==> src/rtl/fifo_access_sched.sv <==
// Single-port FIFO scheduler: watermark FILL/DRAIN control, round-robin
// write/read strobes and an active-low four-digit scan.
module fifo_access_sched #(
    parameter int RD_PERIOD = 10,
    parameter int SCAN_DIV  = 4,
    parameter int HI_WM     = 12,
    parameter int LO_WM     = 4
) (
    input  logic       CLK,
    input  logic       RST,
    input  logic       ENwrk,
    input  logic       ENgen,
    input  logic       ENraf,
    input  logic [3:0] usedw,
    input  logic       full,
    input  logic       empty,
    output logic       wrreq,
    output logic       rdreq,
    output logic [4:1] dig,
    output logic [1:0] dsel,
    output logic [1:0] state
);

    localparam int TW = (RD_PERIOD > 1) ? $clog2(RD_PERIOD) : 1;
    localparam int PW = (SCAN_DIV > 1) ? $clog2(SCAN_DIV) : 1;
    localparam logic [TW-1:0] TMR_MAX = TW'(RD_PERIOD - 1);
    localparam logic [PW-1:0] PSC_MAX = PW'(SCAN_DIV - 1);
    localparam logic [3:0] HI = 4'(HI_WM);
    localparam logic [3:0] LO = 4'(LO_WM);

    typedef enum logic [1:0] {
        IDLE  = 2'd0,
        FILL  = 2'd1,
        DRAIN = 2'd2
    } state_t;

    state_t        state_q, state_d;
    logic [TW-1:0] tmr_q, tmr_d;
    logic [PW-1:0] psc_q, psc_d;
    logic [1:0]    dsel_q, dsel_d;
    logic [3:0]    dig_q, dig_d;
    logic          rd_pend_q, rd_pend_d;
    logic          last_rd_q, last_rd_d;
    logic          wrreq_q, wrreq_d;
    logic          rdreq_q, rdreq_d;
    logic          active, tmr_wrap, scan_adv;
    logic          wr_elig, rd_elig;

    always_comb begin
        state_d = state_q;
        if (!ENwrk) begin
            state_d = IDLE;
        end else begin
            case (state_q)
                IDLE:  state_d = FILL;
                FILL:  if (usedw >= HI || full) state_d = DRAIN;
                DRAIN: if (usedw <= LO && !full) state_d = FILL;
                default: state_d = IDLE;
            endcase
        end
    end

    // Read timer only runs while a transfer state is live and reads are enabled.
    always_comb begin
        active   = ENwrk && (state_q == FILL || state_q == DRAIN);
        tmr_wrap = active && ENraf && (tmr_q == TMR_MAX);
        tmr_d    = tmr_q;
        if (!active) begin
            tmr_d = '0;
        end else if (ENraf) begin
            tmr_d = tmr_wrap ? '0 : tmr_q + 1'b1;
        end
    end

    always_comb begin
        wr_elig   = ENwrk && (state_q == FILL) && ENgen && !full;
        rd_elig   = ENwrk && rd_pend_q && !empty;
        // On a tie the side that lost last time wins.
        wrreq_d   = wr_elig && (!rd_elig || last_rd_q);
        rdreq_d   = rd_elig && (!wr_elig || !last_rd_q);
        last_rd_d = last_rd_q;
        if (rdreq_d) begin
            last_rd_d = 1'b1;
        end else if (wrreq_d) begin
            last_rd_d = 1'b0;
        end
        rd_pend_d = active && (tmr_wrap || (rd_pend_q && !rdreq_d));
    end

    always_comb begin
        scan_adv = ENwrk && (psc_q == PSC_MAX);
        psc_d    = psc_q;
        if (ENwrk) begin
            psc_d = scan_adv ? '0 : psc_q + 1'b1;
        end
        dsel_d = scan_adv ? dsel_q + 2'd1 : dsel_q;
        dig_d  = ENwrk ? ~(4'b0001 << dsel_d) : 4'b1111;
    end

    always_ff @(posedge CLK or negedge RST) begin
        if (!RST) begin
            state_q   <= IDLE;
            tmr_q     <= '0;
            psc_q     <= '0;
            dsel_q    <= 2'd0;
            dig_q     <= 4'b1111;
            rd_pend_q <= 1'b0;
            last_rd_q <= 1'b1;
            wrreq_q   <= 1'b0;
            rdreq_q   <= 1'b0;
        end else begin
            state_q   <= state_d;
            tmr_q     <= tmr_d;
            psc_q     <= psc_d;
            dsel_q    <= dsel_d;
            dig_q     <= dig_d;
            rd_pend_q <= rd_pend_d;
            last_rd_q <= last_rd_d;
            wrreq_q   <= wrreq_d;
            rdreq_q   <= rdreq_d;
        end
    end

    assign wrreq = wrreq_q;
    assign rdreq = rdreq_q;
    assign dig   = dig_q;
    assign dsel  = dsel_q;
    assign state = state_q;

endmodule
==> config.mk <==
export PLATFORM = sky130hd
export DESIGN_NAME = fifo_access_sched
export DESIGN_NICKNAME = d
export VERILOG_FILES = /design/src/rtl/fifo_access_sched.sv
export SDC_FILE = /design/constraint.sdc
export NUM_CORES = 1
export LEC_CHECK = 0
export ABC_AREA = 0
export CAP_MARGIN = 20
export CORE_MARGIN = 2
export CORE_UTILIZATION = 44
export DETAILED_ROUTE_END_ITERATION = 8
export PLACE_DENSITY = 0.79
export SYNTH_ARGS = -nofsm -noshare
export SYNTH_HDL_FRONTEND = slang
export SYNTH_SLANG_ARGS = --single-unit
==> constraint.sdc <==
create_clock -name CLK -period 1.7 [get_ports CLK]
set_clock_uncertainty 0.05 [all_clocks]
set_input_delay 0.34 -clock CLK [delete_from_list [all_inputs] [get_ports CLK]]
set_output_delay 0.34 -clock CLK [all_outputs]
set_load 0.005 [all_outputs]
==> results of run 1 <==
## kinds of logic after synthesis
family                     after synthesis  share of synthesized area
and+or+nand+nor                         21                     0.1495
xor gates and xnor gates                 3                    0.03048
AOI/OAI and AO/OA                       16                     0.1306
buffers and inverters                    9                    0.05081
muxes                                    3                    0.03628
DFF                                     18                     0.5298
adders and majority gates                5                    0.07257
## per-stage QoR
step | hold slack [ns] | setup TNS [ns]
finish | 0.3130 | 0
global route | 0.3248 | 0
CTS | 0.3076 | 0
detailed placement | 0.4389 | -0.06746
global placement | 0.4412 | 0
floorplan | -0.005591 | 0
## sequential cells by signal, summed over array words and instances, names as in the netlist, 2 cells and up
register,count
state,2
dig,4
dsel,2
tmr_q,4
psc_q,2
## cells in the final DEF, fill, tap and decap left out
cell	n
clkdlybuf4s50_1	16
dfrtp_1	13
inv_1	7
buf_4	7
nand2_1	6
o21ai_0	5
ha_1	5
dfstp_2	5
nand3_1	4
clkbuf_4	3
xor2_1	2
or3_1	2
a21oi_1	2
a211oi_1	2
nor2_1	2
mux2i_1	2
dlygate4sd2_1	2
dlymetal6s2s_1	2
nand3_2	1
xnor2_1	1
inv_4	1
and4b_2	1
o31a_1	1
or3_4	1
and4b_1	1
and2b_2	1
nand3b_1	1
o211ai_1	1
o31ai_1	1
nor3b_1	1
o211a_1	1
o21a_1	1
o311a_2	1
a22o_2	1
mux2_2	1
clkbuf_1	1
## where the power goes
group          internal [µW]  switching (µW)  leakage (µW)  total [µW]
Clock                   91.0             122     0.0000150         213
Sequential               541            58.2      0.000224         599
Combinational            240             160      0.000282         401
## path summary, 6_finish.rpt
kind                            startpoint       end  cells after the start
worst max-delay path               dsel[1]   dsel[1]                      1
worst min-delay path                   RST     rdreq                      2
worst max register to register    state[0]  tmr_q[2]                      5
worst min register to register     dsel[1]    dig[4]                      1
max in group asynchronous              RST    dig[4]                      2
min in group CLK                   dsel[1]    dig[4]                      1
## repair_timing
| item | CTS | global route |
|---|---|---|
| buffers inserted | 0 | 0 |
| hold buffers | 0 | 0 |
| hold endpoints to repair | 0 | 0 |
| setup endpoints to repair | 2 | 2 |
| resized for setup | 2 | 2 |
## metal layers
| metal | up-vias | global-route usage | wire (µm) |
|---|---|---|---|
| li1 | 326 | - | - |
| met1 | 306 | 0.2009 | 668 |
| met2 | 12 | 0.2316 | 778 |
| met3 | 0 | 0.03333 | 63 |
| met4 | 0 | 0.06486 | 0 |
| met5 | - | 0 | 0 |
## cell type report
cell class / count / area share
multi-input cells: 48 / 0.3101
inverters: 8 / 0.02790
well taps: 27 / 0.02897
repair buffers: 27 / 0.2189
clock buffers: 4 / 0.02253
flip-flops and latches: 18 / 0.3916
==> out/metrics.yaml, run 1 <==
multi_input_area_um2: 361.6
critPathMaxStageDelay_ns: 0.52
ys_ff_latch: 18
coreArea_um2: 1902
peakVddDrop_mv: 0.5546
numCtsBuffers: 3
hold_viol_final: 0
die_area_um2: 2330
fin_ws_ns: 0.1141
routabilityCongestion: 0.7458
crit_chain: "clkdlybuf4s50_1"
clock_path_buffers: 2
netlist_instances: 75
avgRoutedWirePerCell_um: 11.44
vias: 644
drc: 0
worstSetupPathType: "reg2out"
cts_tree: "done"
fin_crit_sh: 0.9329
crit_required_ns: 1.31
totalWireLength_um: 1510
cp_top_family: "buffers and inverters"
die_h_um: 48.27
synth_top_area_share: 0.3774
yosys_most_used_dff: "dfrtp_1"
avgSynthCellArea_um2: 11.49
avgViaCountPerCell: 4.879
grt_usage: 0.1497
io_buffers: 20
dp_slack_ns: -0.04530
dr.pass1.iters: 3
antenna_found_initial: 0
leakage_uw: 0.0005207
crit_arrival_ns: 1.20
slew_headroom: 0.8085
dpl.hpwl_um: 1242
final_area_um2: 1166
synth.area.top_cells: "dfrtp_1 (38%), dfstp_2 (15%), ha_1 (7.3%)"
drt_iter0_markers: 5
drive_gt1_frac: 0.2190
synth_edf_count: 0
diodes: 0
final-max-slew-violation-count: 0
rsz0062_at_grt: "no"
syn_area_um2: 862.1
clock.fmax_mhz: 630.6
synth.most_common_cell: "dfrtp_1"
min_period_ns: 1.586
synthDistinctLibCells: 31
placed_area_um2: 1137
total_power_uw: 1212
cts_sinks: 18
fp.dieW_um: 48.27
insertion_delay_ns: 0.29
status: "finished, final reports clean"
hp-class: "in2async"
tightest_slew_ns: 0.2855
seq_area_um2: 456.7
critPathLaunchType: "flop"
fin_cells: 132
seq_area_frac_synth: 0.5298
utilization: 0.6132
grt_pass1_wl_um: 2366
critPathBufInv: 1
setup_viol: 0
cp-end-kind: "primary output"
nets: 122
clk_pin_slew_ns: 0.10
std_cell_rows: 16
grt_pass1_vias: 550
initial_core_util: 0.4533
power_density_nw_per_um2: 1040
cts_max_level: 1
cp_max_fo: 4
overflow: 0
syn_nets: 91
yosys_warnings: 0
ios: 21
grt_max_degree: 19
drtAntennaViolNets: 0
rrSetupSlack_ns: 0.18
area_growth_pct: 35.27
synth_top_cell_by_area: "dfrtp_1"
dp.cells: 128
async_flop_share: 1.000
nFillCells: 163
critPathSlowestCell: "clkdlybuf4s50_1"
drv_cap: 0
netlist_top_cells_count: "dfrtp_1 (13), inv_1 (7), nand2_1 (6)"
cts_root_buf: "clkbuf_4"
Power figures use the tool's default switching activity.
==> inputs of run 2 (changes only) <==
Settings changed: CORE_ASPECT_RATIO from default to 1.1, CORE_UTILIZATION 44 to 43, PLACE_DENSITY 0.79 to 0.78.
==> out/metrics.yaml, run 2 (synthesis gave the netlist of run 1 again) <==
clk_pin_slew_ns: 0.10  # about the same
critPathMaxStageDelay_ns: 0.52  # about the same
antenna_found_initial: 0  # unchanged
hp-class: "in2async"
avgViaCountPerCell: 5.069  # +3.9%
crit_arrival_ns: 1.22  # +0.02 ns
reg2reg_depth: 5  # unchanged
rsz0062_at_grt: "no"
crit_start: "dsel[1]"
io_buffers: 20  # unchanged
cts_sinks: 18  # unchanged
critPathSlowestCell: "clkdlybuf4s50_1"
crit_required_ns: 1.31  # about the same
crit_chain: "clkdlybuf4s50_1"
dr.pass1.iters: 3  # unchanged
hold_viol_final: 0  # unchanged
drtAntennaViolNets: 0  # unchanged
tightest_slew_ns: 0.3373  # +0.05172 ns
timing.hold.ws_ns: 0.3056  # -0.007383 ns
nets: 120  # -1.6%
die_h_um: 50.96  # +5.6%
avgRoutedWirePerCell_um: 12.02  # +5.0%
worstSetupPathType: "reg2out"
peakVddDrop_mv: 0.6144  # +11%
drive_gt1_frac: 0.2136  # -0.005455
diodes: 0  # unchanged
min_period_ns: 1.609  # +0.02354 ns
fp.dieW_um: 46.69  # -3.3%
overflow: 0  # unchanged
grt_pass1_vias: 666  # +21%
ios: 21  # unchanged
critPathBufInv: 1  # unchanged
dpl.hpwl_um: 1235  # -0.53%
rrSetupSlack_ns: 0.17  # about the same
status: "finished, final reports clean"
layout_commonest_cell: "clkdlybuf4s50_1"
std_cell_rows: 17  # +1
initial_core_util: 0.4405  # -0.01275
power_density_nw_per_um2: 1089  # +4.7%
totalWireLength_um: 1574  # +4.2%
cp_max_fo: 4  # unchanged
clock_path_buffers: 2  # unchanged
finalSetupTns_ns: 0  # unchanged
timing.rr.start: "state[0]"
cp_top_family: "buffers and inverters"
leakage_uw: 0.0005166  # -0.80%
area_growth_pct: 34.83
drt_iter0_markers: 7  # +2
nFillCells: 170  # +4.3%
setup_viol: 0  # unchanged
numCtsBuffers: 3  # unchanged
cts_hold_buf: 0  # unchanged
final-max-slew-violation-count: 0  # unchanged
routabilityCongestion: 0.7669  # +2.8%
vias: 664  # +3.1%
mostFrequentLayoutCells: "clkdlybuf4s50_1 (16), dfrtp_1 (13), inv_1 (7), nand2_1 (6)"
drv_cap: 0  # unchanged
clock.fmax_mhz: 621.3  # -1.5%
grt_max_degree: 19  # unchanged
grt_pass1_wl_um: 2697  # +14%
slew_headroom: 0.7747  # -0.03382
die_area_um2: 2379  # +2.1%
fin_ws_ns: 0.09059  # -0.02354 ns
cp-end-kind: "primary output"
r2r-end: "tmr_q[2]"
fin_crit_sh: 0.9467  # +0.01384
cts_max_level: 1  # unchanged
dp_slack_ns: -0.02506  # +0.02023 ns
cts_tree: "done"
grt_usage: 0.1570  # +0.007306
critPathLaunchType: "flop"
insertion_delay_ns: 0.29  # about the same
coreArea_um2: 1957  # +2.9%
cts_root_buf: "clkbuf_4"
drc: 0  # unchanged
[run 2: changes by cell type in the layout (fill, tap and decap cells not counted), sizes merged]
cell	previous run	this run
buf	7	5
[run 2: final cells by class]
class                           instances  area (µm²)  share of cell area
Timing Repair Buffer                   25       240.2              0.2067
Sequential cell                        18       456.7              0.3929
Inverter                                8       32.53             0.02799
Multi-Input combinational cell         48       361.6              0.3111
Clock buffer                            4       36.28             0.03122
Tap cell                               28       35.03             0.03014
[run 2: timing repair]
item,in CTS,in global routing
buffers inserted,0,0
endpoints found under the hold margin,0,0
endpoints found under the setup margin,2,2
resized for setup,2,2
[run 2: stage by stage]
| stage | cell area [µm²] | total power [µW] | std cells | util |
|---|---|---|---|---|
| 2_1_floorplan | 862.1 | 789.9 | 75 | - |
| 3_3_place_gp | 1124 | 1019 | 127 | 0.5742 |
| 3_5_place_dp | 1124 | 1030 | 127 | 0.5742 |
| 4_1_cts | 1157 | 1281 | 131 | 0.5914 |
| 5_1_grt | 1162 | 1352 | 131 | 0.5940 |
| 6_report | 1162 | 1266 | 131 | 0.5940 |
[run 2: how the worst max path moves through the flow]
stage | to | slack (ns) | cells after the start
2_1_floorplan | tmr_q[2] | 0.33 | 5
3_3_place_gp | dig[1] | -0.02 | 5
3_5_place_dp | last_rd_q | -0.03 | 5
4_1_cts | dig[3] | 0.003 | 1
5_1_grt | dsel[1] | 0.03 | 1
6_report | dsel[1] | 0.09 | 1
[run 2: power breakdown]
part / switching [µW] / total (µW) / leakage (µW) / internal, µW
clock network: 135 / 265 / 0.0000210 / 131
registers: 59.8 / 601 / 0.000224 / 541
logic: 163 / 400 / 0.000272 / 237
total: 357 / 1270 / 0.000517 / 908
[run 2: per-layer routing]
layer | GRT usage | routed length [µm] | share of wire | vias to the layer above
met5 | 0 | 0 | 0 | -
met4 | 0.06944 | 23 | 0.015 | 0
met3 | 0.03534 | 76 | 0.048 | 4
met2 | 0.2824 | 867 | 0.55 | 17
met1 | 0.1674 | 607 | 0.39 | 318
li1 | - | - | - | 325
==> inputs of run 3 (changes only) <==
Settings changed: CORE_UTILIZATION 43 to 32, PLACE_DENSITY 0.78 to 0.65.
Clock period 1.7 ns to 1.47 ns, I/O delays scaled along.
==> out/metrics.yaml, run 3 (synthesis gave the netlist of run 1 again) <==
status: "finished, final reports clean"
drtAntennaViolNets: 0  # unchanged
rrSetupSlack_ns: 0.08  # -0.09 ns
overflow: 0  # unchanged
reg2reg_depth: 5  # unchanged
fp.dieW_um: 53.49  # +15%
cts_sinks: 18  # unchanged
drv_cap: 0  # unchanged
avgViaCountPerCell: 4.660  # -8.1%
clock.fmax_mhz: 717.8
layout_commonest_cell: "dfrtp_1"
cts_hold_buf: 0  # unchanged
crit_chain: "inv_2, ha_1, and2b_2, nand3_4, o31ai_2"
power_density_nw_per_um2: 1235  # +13%
setup_viol: 0  # unchanged
insertion_delay_ns: 0.28  # about the same
grt_usage: 0.1167  # -0.04024
final_area_um2: 1247  # +7.3%
numCtsBuffers: 3  # unchanged
crit_arrival_ns: 1.54  # +0.32 ns
critPathMaxStageDelay_ns: 0.41  # -0.11 ns
critPathSlowestCell: "dfrtp_1"
area_growth_pct: 44.70
leakage_uw: 0.0005844  # +13%
rsz0062_at_grt: "yes"
timing.rr.start: "state[0]"
clock_path_buffers: 2  # unchanged
r2r-end: "tmr_q[2]"
clk_pin_slew_ns: 0.10  # about the same
antenna_found_initial: 0  # unchanged
ios: 21  # unchanged
grt_pass1_vias: 657  # -1.4%
diodes: 0  # unchanged
crit_start: "state[0]"
crit_path_end: "tmr_q[2]"
grt_pass1_wl_um: 2677  # -0.74%
die_h_um: 58.44  # +15%
worstSetupPathType: "reg2reg"
hp-class: "in2async"
placed_area_um2: 1165  # +3.7%
die_area_um2: 3126  # +31%
mostFrequentLayoutCells: "dfrtp_1 (13), buf_4 (11), clkdlybuf4s50_1 (10), dlygate4sd2_1 (8)"
avgRoutedWirePerCell_um: 11.27  # -6.2%
std_cell_rows: 19  # +2
io_buffers: 20  # unchanged
totalWireLength_um: 1589  # +0.95%
final-max-slew-violation-count: 0  # unchanged
grt_max_degree: 19  # unchanged
fin_crit_sh: 0.9478
cts_tree: "done"
vias: 657  # -1.1%
cp-end-kind: "flop"
drc: 0  # unchanged
critPathLaunchType: "flop"
dr.pass1.iters: 2  # -1
tightest_slew_ns: 0.2268  # -0.1105 ns
nets: 127  # +5.8%
cts_root_buf: "clkbuf_4"
dpl.hpwl_um: 1271  # +2.9%
crit_required_ns: 1.62  # +0.31 ns
initial_core_util: 0.3421  # -0.09843
cts_max_level: 1  # unchanged
cp_max_fo: 4  # unchanged
peakVddDrop_mv: 0.6433  # +4.7%
min_period_ns: 1.393
routabilityCongestion: 0.8009  # +4.4%
drive_gt1_frac: 0.3182  # +0.1046
slew_headroom: 0.8488  # +0.07413
hold_viol_final: 0  # unchanged
timing.hold.ws_ns: 0.2806  # -0.02504 ns
drt_iter0_markers: 4  # -3
coreArea_um2: 2520  # +29%
run 3: cell count changes in the layout (fill, tap and decap cells not counted), sizes merged:
cell,delta
dlymetal6s2s,-1
clkdlybuf4s15,+1
buf,+7
clkdlybuf4s50,-6
dlygate4sd2,+6
run 3: final cells by class:
cell class                      count  area [µm²]
Tap cell                           31       38.79
Clock buffer                        4       36.28
Timing Repair Buffer               32       286.5
Sequential cell                    18       456.7
Fill cell                         248        1272
Multi-Input combinational cell     48       396.6
Inverter                            8       32.53
run 3: layer usage:
layer	share of wire	global-route usage	vias up
met5	0	0	-
met4	0	0.03297	0
met3	0.057	0.02284	0
met2	0.50	0.1940	14
met1	0.44	0.1531	307
li1	-	-	336
run 3: what timing repair did:
| item | in CTS | in global routing |
|---|---|---|
| buffers inserted | 2 | 0 |
| setup endpoints to repair | 10 | 9 |
| pin swaps | 1 | 3 |
| resized for setup | 12 | 10 |
run 3: how the worst min path moves through the flow:
| stage | end | slack [ns] | cells after the start |
|---|---|---|---|
| final | rdreq | 0.28 | 2 |
| after global routing | psc_q[1] | 0.30 | 2 |
| after CTS | psc_q[1] | 0.28 | 2 |
| after detailed placement | last_rd_q | 0.45 | 1 |
| after global placement | last_rd_q | 0.44 | 1 |
| after floorplan | dsel[0] | -0.05 | 0 |
run 3: where the power goes:
part	total [µW]	internal, µW	leakage [µW]	switching [µW]
combinational	567	334	0.000339	234
sequential	681	625	0.000224	55.8
clock	292	150	0.0000210	142
run 3: per-stage QoR:
stage | power (µW) | std cells | setup TNS [ns] | utilization | setup WS [ns]
finish | 1541 | 141 | 0 | 0.4950 | 0.07676
global route | 1652 | 141 | -0.05101 | 0.4950 | -0.03374
CTS | 1531 | 141 | 0 | 0.4851 | 0.009348
detailed placement | 1245 | 135 | -1.379 | 0.4623 | -0.1715
global placement | 1229 | 135 | -1.296 | 0.4623 | -0.1578
floorplan | 913.5 | 75 | 0 | - | 0.09532
run 3: critical path: cells and delay by family, from the launching register on:
family                   cells  cell delay (ns)
AND/OR/NAND/NOR              2             0.36
buffers and inverters        1             0.05
adder cells (fa/ha/maj)      1             0.28
AO/OA/AOI/OAI                1             0.18
flip-flops                   1             0.41
